[config.mk]
export PLATFORM = sky130hd
export DESIGN_NAME = fetch_unit
export DESIGN_NICKNAME = d
export VERILOG_FILES = /design/src/rtl/fetch_unit_pkg.sv /design/src/rtl/fetch_unit.sv
export SDC_FILE = /design/constraint.sdc
export NUM_CORES = 1
export LEC_CHECK = 0
export ABC_CLOCK_PERIOD_IN_PS = 2900
export BUFFER_PORTS_ARGS = -buffer_cell sky130_fd_sc_hd__buf_2
export CAP_MARGIN = 20
export CORE_MARGIN = 4
export CORE_UTILIZATION = 50
export DETAILED_ROUTE_END_ITERATION = 10
export GPL_ROUTABILITY_DRIVEN = 0
export PLACE_DENSITY_LB_ADDON = 0.1
export REMOVE_ABC_BUFFERS = 1
export SYNTH_ARGS = -nofsm -noshare
export SYNTH_HDL_FRONTEND = slang
export SYNTH_SLANG_ARGS = --single-unit
[constraint.sdc]
create_clock -name i_CLK -period 2.9 [get_ports i_CLK]
set_clock_uncertainty 0.15 [all_clocks]
set_input_delay 0.29 -clock i_CLK [delete_from_list [all_inputs] [get_ports i_CLK]]
set_output_delay 0.29 -clock i_CLK [all_outputs]
set_load 0.01 [all_outputs]
[src/rtl/fetch_unit_pkg.sv]
// +----------------------------------------------------------------------+
// | fetch_unit_pkg                                                       |
// | Shared fetch-stage constants and state encoding.                     |
// | Rev 1.0                                                              |
// +----------------------------------------------------------------------+
`default_nettype none

package fetch_unit_pkg;

    // addi x0,x0,0
    localparam logic [31:0] c_NOP_INSTR   = 32'h0000_0013;
    localparam int          c_FETCH_TMR_W = 8;

    typedef enum logic [1:0] {
        S_IDLE  = 2'd0,
        S_WAIT  = 2'd1,
        S_VALID = 2'd2
    } fetch_state_t;

endpackage

`default_nettype wire

[src/rtl/fetch_unit.sv]
// +----------------------------------------------------------------------+
// | fetch_unit                                                           |
// | Instruction fetch: one bus read per PC, delivered to decode via o_EN.|
// | Rev 1.0                                                              |
// +----------------------------------------------------------------------+
`default_nettype none

module fetch_unit
    import fetch_unit_pkg::*;
#(
    parameter logic [31:0] NOP_INSTR      = c_NOP_INSTR,
    parameter int          TIMEOUT_CYCLES = 255
)(
    input  logic        i_CLK,
    input  logic        i_RSTn,
    input  logic [31:0] i_PC,
    input  logic        i_STALL,
    input  logic        i_FLUSH,
    output logic        o_INSTR_REQ,
    output logic [31:0] o_INSTR_ADDR,
    input  logic        i_INSTR_ACK,
    input  logic [31:0] i_INSTR_DATA,
    output logic [31:0] o_INSTRUCTION,
    output logic        o_EN,
    output logic        o_MISALIGNED,
    output logic        o_BUS_ERR,
    output logic        o_BUSY
);

    localparam logic [c_FETCH_TMR_W-1:0] c_TMR_LAST = c_FETCH_TMR_W'(TIMEOUT_CYCLES - 1);

    fetch_state_t              r_state;
    logic                      r_req;
    logic [31:0]               r_addr;
    logic [31:0]               r_instr;
    logic                      r_misaligned;
    logic                      r_bus_err;
    logic [c_FETCH_TMR_W-1:0]  r_timer;
    logic                      r_flush_pending;
    logic                      w_flushing;

    assign w_flushing = r_flush_pending | i_FLUSH;

    always_ff @(posedge i_CLK) begin
        if (!i_RSTn) begin
            r_state         <= S_IDLE;
            r_req           <= 1'b0;
            r_addr          <= 32'd0;
            r_instr         <= NOP_INSTR;
            r_misaligned    <= 1'b0;
            r_bus_err       <= 1'b0;
            r_timer         <= '0;
            r_flush_pending <= 1'b0;
        end else begin
            r_misaligned <= 1'b0;
            r_bus_err    <= 1'b0;
            case (r_state)
                S_IDLE: begin
                    if (!(i_STALL || i_FLUSH)) begin
                        r_addr <= i_PC;
                        if (i_PC[1:0] != 2'b00) begin
                            r_instr      <= NOP_INSTR;
                            r_misaligned <= 1'b1;
                            r_state      <= S_VALID;
                        end else begin
                            r_req           <= 1'b1;
                            r_timer         <= '0;
                            r_flush_pending <= 1'b0;
                            r_state         <= S_WAIT;
                        end
                    end
                end
                S_WAIT: begin
                    // A flush never aborts the bus cycle; it only marks the result for discard.
                    if (i_FLUSH) begin
                        r_flush_pending <= 1'b1;
                    end
                    if (i_INSTR_ACK) begin
                        r_req <= 1'b0;
                        if (w_flushing) begin
                            r_state <= S_IDLE;
                        end else begin
                            r_instr <= i_INSTR_DATA;
                            r_state <= S_VALID;
                        end
                    end else if (r_timer == c_TMR_LAST) begin
                        r_req     <= 1'b0;
                        r_bus_err <= 1'b1;
                        if (w_flushing) begin
                            r_state <= S_IDLE;
                        end else begin
                            r_instr <= NOP_INSTR;
                            r_state <= S_VALID;
                        end
                    end else begin
                        r_timer <= r_timer + 1'b1;
                    end
                end
                S_VALID: begin
                    if (i_FLUSH || !i_STALL) begin
                        r_state <= S_IDLE;
                    end
                end
                default: r_state <= S_IDLE;
            endcase
        end
    end

    assign o_INSTR_REQ   = r_req;
    assign o_INSTR_ADDR  = r_addr;
    assign o_INSTRUCTION = r_instr;
    assign o_MISALIGNED  = r_misaligned;
    assign o_BUS_ERR     = r_bus_err;
    assign o_BUSY        = (r_state != S_IDLE);
    assign o_EN          = (r_state == S_VALID) & ~i_STALL & ~i_FLUSH;

endmodule

`default_nettype wire

==> impl_metrics.yaml, run 1 <==
clocking:
  cts.clk_slew.worst_paths_ns: 0.08
  numCtsBuffers: 9
  cts_tree: "done"
  cts_resized: 0
  root_buffer: "clkbuf_8"
  clock-sinks: 78
  ctsLongestPathBuffers: 2
  clk_latency_ns: 0.33
  cts-hold-fix-buffers: 0
  htreeDepth: 3
  post_cts_buffers: 0
place:
  port_buffers: 137
  hpwl_um: 5240
  pre_cts_slack_ns: 0.860
timing:
  rsz0062_at_grt: "false"
  hold_viol: 0
  worst_pin_slew_ns: 0.518
  fin_crit_sh_pct: 70.5
  relSlewSlack_pct: 65.4
  finalWorstSetupSlack_ns: 0.854
  setup_viol: 0
  holdWs_ns: 0.0351
  fmax_ghz: 0.489
  drv_slew: 0
  fin_crit_ns: 2.05
  tns_ns: 0
yosys:
  synth_edf_count: 0
  synth_fa_ha_area_share_pct: 0.811
  syn_area_sq_mm: 0.00309
  synth.top_cells.by_area: "dfxtp_1 51%, nand2_1 16%, mux2i_1 10%"
  synth_compound_area_share_pct: 11.0
  synth_cells: 368
  synthSimpleGateAreaFrac_pct: 23.3
  ys_ff_latch: 78
  yosysTopAreaCell: "dfxtp_1"
  synth_top_area_share_pct: 50.6
  seq_area_frac_synth_pct: 50.6
  synth_top_family_by_area: "simple AND/OR/NAND/NOR gates"
  synthXorXnorAreaFrac_pct: 0
  synth_area_per_cell_sq_um: 8.38
  yosysWarnings: 0
  synthArstFlopShare_pct: 0
  ys_types: 36
  synth.area.mux_share_pct: 10.4
  synthFlopType: "dfxtp_1"
critical_path:
  end_kind: "flip-flop"
  cp_max_fo: 32
  cp-start-kind: "flip-flop"
  startpoint: "r_state[0]$_SDFFE_PN0P_"
  r2r_start: "r_state[0]$_SDFFE_PN0P_"
  cp.arrival_ns: 2.15
  worst-setup-path-type: "flip-flop to flip-flop"
  cp_data_required_time_ns: 3.01
global_route:
  antenna_found_initial: 0
  grt_pass1_wl_um: 12400
  grt_pass1_vias: 2904
  grt_max_degree: 44
  overflow: 0
  grtUsageTotal_pct: 20.3
power_and_ir_drop:
  power_density_mw_per_mm2: 540
  p_int_mw: 1.70
  p_clk_share_pct: 39.8
  peakVddDrop_mv: 0.316
  switching_share_pct: 22.2
  p_sw_mw: 0.485
  p_leak_nw: 1.95
  power_frac_seq_pct: 50.9
  power.share.combinational_pct: 9.3
routing:
  drt_iter0_drc: 135
  drt_wl_total_um: 7390
  viasPerCell: 4.99
  dr.pass1.iters: 5
  post_drt_wl_per_cell_um: 12.7
  remaining_drc_errors: 0
  vias: 2893
  antenna_left: 0
outcome:
  status: "finished clean"
floorplan:
  rows: 28
  core_sq_mm: 0.00596
  fp.dieH_um: 86.6
  start_util_pct: 51.8
  die_x_um: 86.6
  io_pins: 138
  dieArea_sq_mm: 0.00749
cells_and_area:
  final_cell_mix: "137 x buf_2, 133 x nand2_1, 78 x dfxtp_1, 38 x a21oi_1, 32 x mux2i_1"
  final_common_cell: "buf_2"
  nNetsFinal: 571
  utilization_pct: 67.8
  diodes: 0
  area_growth_pct: 30.9
  layout-drive-gt1-share_pct: 32.1
worst_hold_path:
  hold_class: "input port to flip-flop"
  min_from: "i_PC[12]"
flow_run:
  max-cap-violations: 0
registers in the layout, indices dropped and copies added, names as in the netlist:
name,cells
o_BUS_ERR,1
r_flush_pending,1
o_INSTR_ADDR,32
r_state,2
o_INSTRUCTION,32
o_MISALIGNED,1
r_timer,8
o_INSTR_REQ,1
power groups by stage:
stage | Combinational [mW] | Sequential, mW | Clock, mW
after floorplan | 0.0876 | 1.15 | 0
after global placement | 0.205 | 1.13 | 0
after detailed placement | 0.206 | 1.14 | 0
after CTS | 0.207 | 1.11 | 0.896
after global routing | 0.227 | 1.11 | 0.950
final | 0.204 | 1.11 | 0.867
stage by stage:
stage               power (mW)  area [sq um]  instances
floorplan                 1.23          2980        345
global placement          1.34          3820        564
detailed placement        1.34          3820        564
CTS                       2.21          4040        580
global route              2.29          4040        580
finish                    2.18          4040        580
synth_stat cells, drive strengths merged (3+ instances only):
cell,number
a21oi,38
clkbuf,13
o21ai,6
nor2,11
mux2i,32
nor3,6
a31oi,3
nand2,133
nand3,8
dfxtp,78
nand2b,4
buf,10
kinds of logic (layout without fill, tap and decap cells):
logic type / Yosys count / in the layout
muxes: 32 / 32
buffers and inverters: 26 / 163
adders and majority gates: 2 / 2
DFF: 78 / 78
AOI/OAI and AO/OA: 58 / 58
and+or+nand+nor: 172 / 172
critical path, cell delays in order (launching register included):
cell and delay, ns:
dfxtp_1 0.50, nor3b_4 0.32, o21ai_2 0.20, nand3_2 0.09, buf_4 0.43, mux2i_1 0.25
layer usage:
metal / global-route usage [%] / routed length [um]
met2: 34.2 / 3410
met1: 23.9 / 3190
met4: 8.92 / 108
met3: 5.89 / 676
met5: 0 / 0
final timing paths:
| path | end | slack (ns) | depth (start not counted) |
|---|---|---|---|
| min | o_INSTR_ADDR[12]$_SDFFE_PN0P_ | 0.04 | 3 |
| max | o_INSTRUCTION[24]$_SDFFE_PN0P_ | 0.85 | 5 |
| max reg2reg | o_INSTRUCTION[24]$_SDFFE_PN0P_ | 0.85 | 5 |
| min reg2reg | o_INSTR_ADDR[15]$_SDFFE_PN0P_ | 0.30 | 2 |
layout make-up:
class	instances	area, sq um
fillers	524	1920
clock buffers	13	149
flip-flops and latches	78	1560
multi-input cells	264	1420
repair buffers	144	738
well taps	75	93.8
inverters	3	11.3
clock inverters	3	67.6
No activity file was read; power rests on OpenSTA's default activity.
==> run 2, diff against run 1 <==
--- a/config.mk
+++ b/config.mk
@@ -5,11 +5,11 @@
 export SDC_FILE = /design/constraint.sdc
 export NUM_CORES = 1
 export LEC_CHECK = 0
-export ABC_CLOCK_PERIOD_IN_PS = 2900
+export ABC_CLOCK_PERIOD_IN_PS = 2000
 export BUFFER_PORTS_ARGS = -buffer_cell sky130_fd_sc_hd__buf_2
 export CAP_MARGIN = 20
 export CORE_MARGIN = 4
-export CORE_UTILIZATION = 50
+export CORE_UTILIZATION = 47
 export DETAILED_ROUTE_END_ITERATION = 10
 export GPL_ROUTABILITY_DRIVEN = 0
 export PLACE_DENSITY_LB_ADDON = 0.1
==> constraint.sdc (replaced) <==
create_clock -name i_CLK -period 2 [get_ports i_CLK]
set_clock_uncertainty 0.15 [all_clocks]
set_input_delay 0.2 -clock i_CLK [delete_from_list [all_inputs] [get_ports i_CLK]]
set_output_delay 0.2 -clock i_CLK [all_outputs]
set_load 0.01 [all_outputs]
==> impl_metrics.yaml, run 2 (same netlist as run 1, synthesis figures left out) <==
timing:
  fin_crit_ns: 1.87
  relSlewSlack_pct: 69.7
  drv_slew: 0
  fmax_ghz: 0.533
  fin_crit_sh_pct: 93.7
  setup_viol: 0
  worst_pin_slew_ns: 0.455
  rsz0062_at_grt: "false"
  hold_viol: 0
floorplan:
  start_util_pct: 48.6
  rows: 29
  fp.dieH_um: 89.0
  dieArea_sq_mm: 0.00793
  io_pins: 138
  die_x_um: 89.0
  core_sq_mm: 0.00635
clocking:
  numCtsBuffers: 9
  post_cts_buffers: 0
  ctsLongestPathBuffers: 2
  clock-sinks: 78
  root_buffer: "clkbuf_8"
  clk_latency_ns: 0.34
  cts.clk_slew.worst_paths_ns: 0.08
  cts_tree: "done"
  htreeDepth: 3
critical_path:
  worst-setup-path-type: "flip-flop to flip-flop"
  end_kind: "flip-flop"
  cp_data_required_time_ns: 2.11
  cp.arrival_ns: 1.99
  r2r_end: "o_INSTRUCTION[25]$_SDFFE_PN0P_"
  reg2reg_slack_ns: 0.13
  cp_max_fo: 32
  cp-start-kind: "flip-flop"
  r2r_start: "r_state[0]$_SDFFE_PN0P_"
  reg2reg_depth: 5
routing:
  vias: 3205
  viasPerCell: 4.95
  drt_wl_total_um: 8770
  post_drt_wl_per_cell_um: 13.5
  drt_iter0_drc: 143
  dr.pass1.iters: 4
  remaining_drc_errors: 0
  antenna_left: 0
outcome:
  status: "finished clean"
cells_and_area:
  final_cell_mix: "137 x buf_2, 133 x nand2_1, 78 x dfxtp_1, 64 x dlygate4sd3_1, 38 x a21oi_1"
  area_growth_pct: 52.1
  fill_cells: 479
  fin_cells: 648
  layout-drive-gt1-share_pct: 28.9
  nNetsFinal: 637
  utilization_pct: 73.9
  final_common_cell: "buf_2"
  diodes: 0
global_route:
  grtUsageTotal_pct: 22.1
  grt_pass1_vias: 3154
  overflow: 0
  grt_max_degree: 44
  antenna_found_initial: 0
  grt_pass1_wl_um: 13900
place:
  dp_cells: 568
  hpwl_um: 5510
  port_buffers: 137
flow_run:
  max-cap-violations: 0
worst_hold_path:
  whs_endpoint: "r_flush_pending$_SDFFE_PN0P_"
  hold_class: "input port to flip-flop"
  min_from: "i_FLUSH"
  min_path_cells: 3
power_and_ir_drop:
  p_leak_nw: 2.22
  power_density_mw_per_mm2: 670
  peakVddDrop_mv: 0.451
[run 2: cell type report]
| type | instances | area [sq um] | share of cell area (%) |
|---|---|---|---|
| Clock inverter | 5 | 60.1 | 1.28 |
| Timing Repair Buffer | 210 | 1410 | 30.0 |
| Sequential cell | 78 | 1560 | 33.3 |
| Inverter | 3 | 11.3 | 0.240 |
| Multi-Input combinational cell | 264 | 1430 | 30.4 |
| Tap cell | 77 | 96.3 | 2.05 |
| Clock buffer | 11 | 131 | 2.80 |
[run 2: layer usage]
metal | GRT usage [%] | vias to the layer above | part of all wire (%)
li1 | - | 1626 | -
met1 | 24.7 | 1443 | 41
met2 | 40.4 | 123 | 49
met3 | 5.81 | 13 | 8.2
met4 | 7.44 | 0 | 1.6
met5 | 0 | - | 0
[run 2: worst max-delay path by stage]
stage,slack (ns),depth (start not counted),from,endpoint
floorplan,-0.83,4,r_state[1]$_SDFFE_PN0P_,r_timer[4]$_SDFFE_PN0P_
global placement,0.19,7,r_timer[0]$_SDFFE_PN0P_,o_INSTRUCTION[10]$_SDFFE_PN0P_
detailed placement,0.1,7,r_timer[0]$_SDFFE_PN0P_,r_timer[4]$_SDFFE_PN0P_
CTS,0.08,7,r_timer[0]$_SDFFE_PN0P_,r_timer[4]$_SDFFE_PN0P_
global route,0.007,5,r_state[0]$_SDFFE_PN0P_,o_INSTRUCTION[17]$_SDFFE_PN0P_
finish,0.13,5,r_state[0]$_SDFFE_PN0P_,o_INSTRUCTION[25]$_SDFFE_PN0P_
[run 2: through the flow]
stage / TNS, ns / setup slack (ns) / hold slack (ns) / power, mW / area [sq um]
after floorplan: -41.56 / -0.826 / 0.183 / 1.79 / 2980
after global placement: 0 / 0.190 / 0.288 / 1.95 / 3850
after detailed placement: 0 / 0.0977 / 0.293 / 1.95 / 3850
after CTS: 0 / 0.0751 / 0.0950 / 3.18 / 4680
after global routing: 0 / 0.00743 / 0.134 / 3.28 / 4690
final: 0 / 0.125 / 0.120 / 3.14 / 4690
[run 2: repair_timing]
action	4_1_cts	5_1_grt
setup endpoints to repair	0	33
endpoints found under the hold margin	64	0
hold buffers	64	0
resized for setup	0	1
[run 2: report_power, final]
part	internal (mW)	switching (mW)	total (mW)
clock network	0.580	0.548	1.13
registers	1.59	0.0217	1.61
logic	0.217	0.189	0.406
total	2.39	0.759	3.14
[run 2: worst max-delay path, stage by stage (launching register included)]
cell	delay, ns
dfxtp_1	0.51
nor3b_4	0.38
o21ai_4	0.17
nand3_2	0.12
buf_12	0.24
mux2i_1	0.24
==> run 3, diff against run 2 <==
--- a/config.mk
+++ b/config.mk
@@ -12,7 +12,7 @@
 export CORE_UTILIZATION = 47
 export DETAILED_ROUTE_END_ITERATION = 10
 export GPL_ROUTABILITY_DRIVEN = 0
-export PLACE_DENSITY_LB_ADDON = 0.1
+export PLACE_DENSITY = 0.8
 export REMOVE_ABC_BUFFERS = 1
 export SYNTH_ARGS = -nofsm -noshare
 export SYNTH_HDL_FRONTEND = slang
==> impl_metrics.yaml, run 3 (same netlist as run 1, synthesis figures left out) <==
outcome:
  status: "finished clean"
clocking:
  post_cts_buffers: 0
  root_buffer: "clkbuf_8"
  htreeDepth: 3
  ctsLongestPathBuffers: 2
  cts.clk_slew.worst_paths_ns: 0.08
  clk_latency_ns: 0.34
  cts_tree: "done"
  clock-sinks: 78
  numCtsBuffers: 9
routing:
  remaining_drc_errors: 0
  dr.pass1.iters: 5
  drt_wl_total_um: 9710
  viasPerCell: 5.19
  antenna_left: 0
  post_drt_wl_per_cell_um: 14.9
  vias: 3383
  drt_iter0_drc: 224
cells_and_area:
  area_growth_pct: 53.8
  fin_cells: 652
  design_area_sq_mm: 0.00475
  final_common_cell: "buf_2"
  nNetsFinal: 640
  layout-drive-gt1-share_pct: 29.3
  final_cell_mix: "137 x buf_2, 133 x nand2_1, 78 x dfxtp_1, 64 x dlygate4sd3_1, 38 x a21oi_1"
place:
  port_buffers: 137
  dp_cells: 571
  placed_area_sq_mm: 0.00389
  hpwl_um: 5850
power_and_ir_drop:
  p_int_mw: 2.52
  power_frac_seq_pct: 48.9
  power_density_mw_per_mm2: 695
  power.share.combinational_pct: 12.7
  switching_share_pct: 23.6
  peakVddDrop_mv: 0.480
  p_clk_share_pct: 38.4
  p_leak_nw: 2.25
  power_mw: 3.30
  p_sw_mw: 0.779
critical_path:
  cp.arrival_ns: 1.98
  r2r_start: "r_state[0]$_SDFFE_PN0P_"
  worst-setup-path-type: "flip-flop to flip-flop"
  cp_max_fo: 11
  cp_data_required_time_ns: 2.12
  cp-start-kind: "flip-flop"
  end_kind: "flip-flop"
  startpoint: "r_state[0]$_SDFFE_PN0P_"
worst_hold_path:
  min_from: "i_RSTn"
  hold_class: "input port to flip-flop"
floorplan:
  io_pins: 138
  die_x_um: 89.0
  rows: 29
  start_util_pct: 48.6
  fp.dieH_um: 89.0
  core_sq_mm: 0.00635
  dieArea_sq_mm: 0.00793
timing:
  holdWs_ns: 0.0601
  fin_crit_sh_pct: 93.2
  fmax_ghz: 0.537
  setup_viol: 0
  relSlewSlack_pct: 75.3
  tns_ns: 0
  worst_pin_slew_ns: 0.368
  drv_slew: 0
  fin_crit_ns: 1.86
  rsz0062_at_grt: "false"
  hold_viol: 0
global_route:
  grt_pass1_wl_um: 14900
  antenna_found_initial: 0
  grtUsageTotal_pct: 23.8
  grt-busiest-layer: "met2"
  grt_max_degree: 34
  met1_usage_pct: 27.2
  grtUsageMet3_pct: 5.90
  overflow: 0
  use_met2_pct: 42.2
  grt_pass1_vias: 3303
flow_run:
  max-cap-violations: 0
-- run 3: cell count changes in the layout (fill, tap and decap cells not counted), sizes merged --
cell,previous run,this run
diode,0,1
buf,146,149
bufinv,1,2
clkinv,4,2
clkinvlp,1,2
-- run 3: final cells by class --
| class | count | area (sq um) |
|---|---|---|
| diodes | 1 | 2.50 |
| clock buffers | 11 | 131 |
| clock inverters | 5 | 83.8 |
| fillers | 416 | 1600 |
| inverters | 3 | 11.3 |
| multi-input cells | 264 | 1420 |
| flip-flops and latches | 78 | 1560 |
| well taps | 77 | 96.3 |
| repair buffers | 213 | 1440 |
-- run 3: metrics by stage --
| stage | setup slack [ns] | util, % |
|---|---|---|
| floorplan | -0.826 | - |
| global placement | 0.217 | 61.2 |
| detailed placement | 0.159 | 61.2 |
| CTS | 0.141 | 74.7 |
| global route | 0.000175 | 74.7 |
| finish | 0.137 | 74.7 |
-- run 3: what timing repair did --
item                                    4_1_cts  5_1_grt
resized for setup                             0        0
endpoints found under the setup margin        0        0
hold endpoints to repair                     64        0
hold buffers                                 64        0
-- run 3: path summary, 6_finish.rpt --
kind	to	depth (start not counted)	slack, ns
setup / recovery	r_timer[6]$_SDFFE_PN0P_	5	0.14
hold / removal	r_state[1]$_SDFFE_PN0P_	2	0.06
setup reg to reg	r_timer[6]$_SDFFE_PN0P_	5	0.14
hold reg to reg	o_INSTR_ADDR[4]$_SDFFE_PN0P_	2	0.31
-- run 3: power by group through the flow --
stage | Combinational (mW) | Sequential, mW | Clock (mW)
finish | 0.419 | 1.61 | 1.27
CTS | 0.410 | 1.61 | 1.29
global placement | 0.309 | 1.65 | 0
detailed placement | 0.313 | 1.65 | 0
global route | 0.455 | 1.62 | 1.36
floorplan | 0.127 | 1.66 | 0
-- run 3: critical path, cell delays in order (launching register included) --
cell     delay, ns
dfxtp_1       0.50
nor3b_4       0.35
o21ai_2       0.12
buf_4         0.19
o41a_1        0.36
a21oi_1       0.14
-- run 3: routing by layer --
layer / routed length, um / vias to the layer above / part of all wire [%]
met2: 4780 / 173 / 49
met1: 3780 / 1558 / 39
met5: 0 / - / 0
met4: 217 / 0 / 2.2
li1: - / 1627 / -
met3: 929 / 25 / 9.6
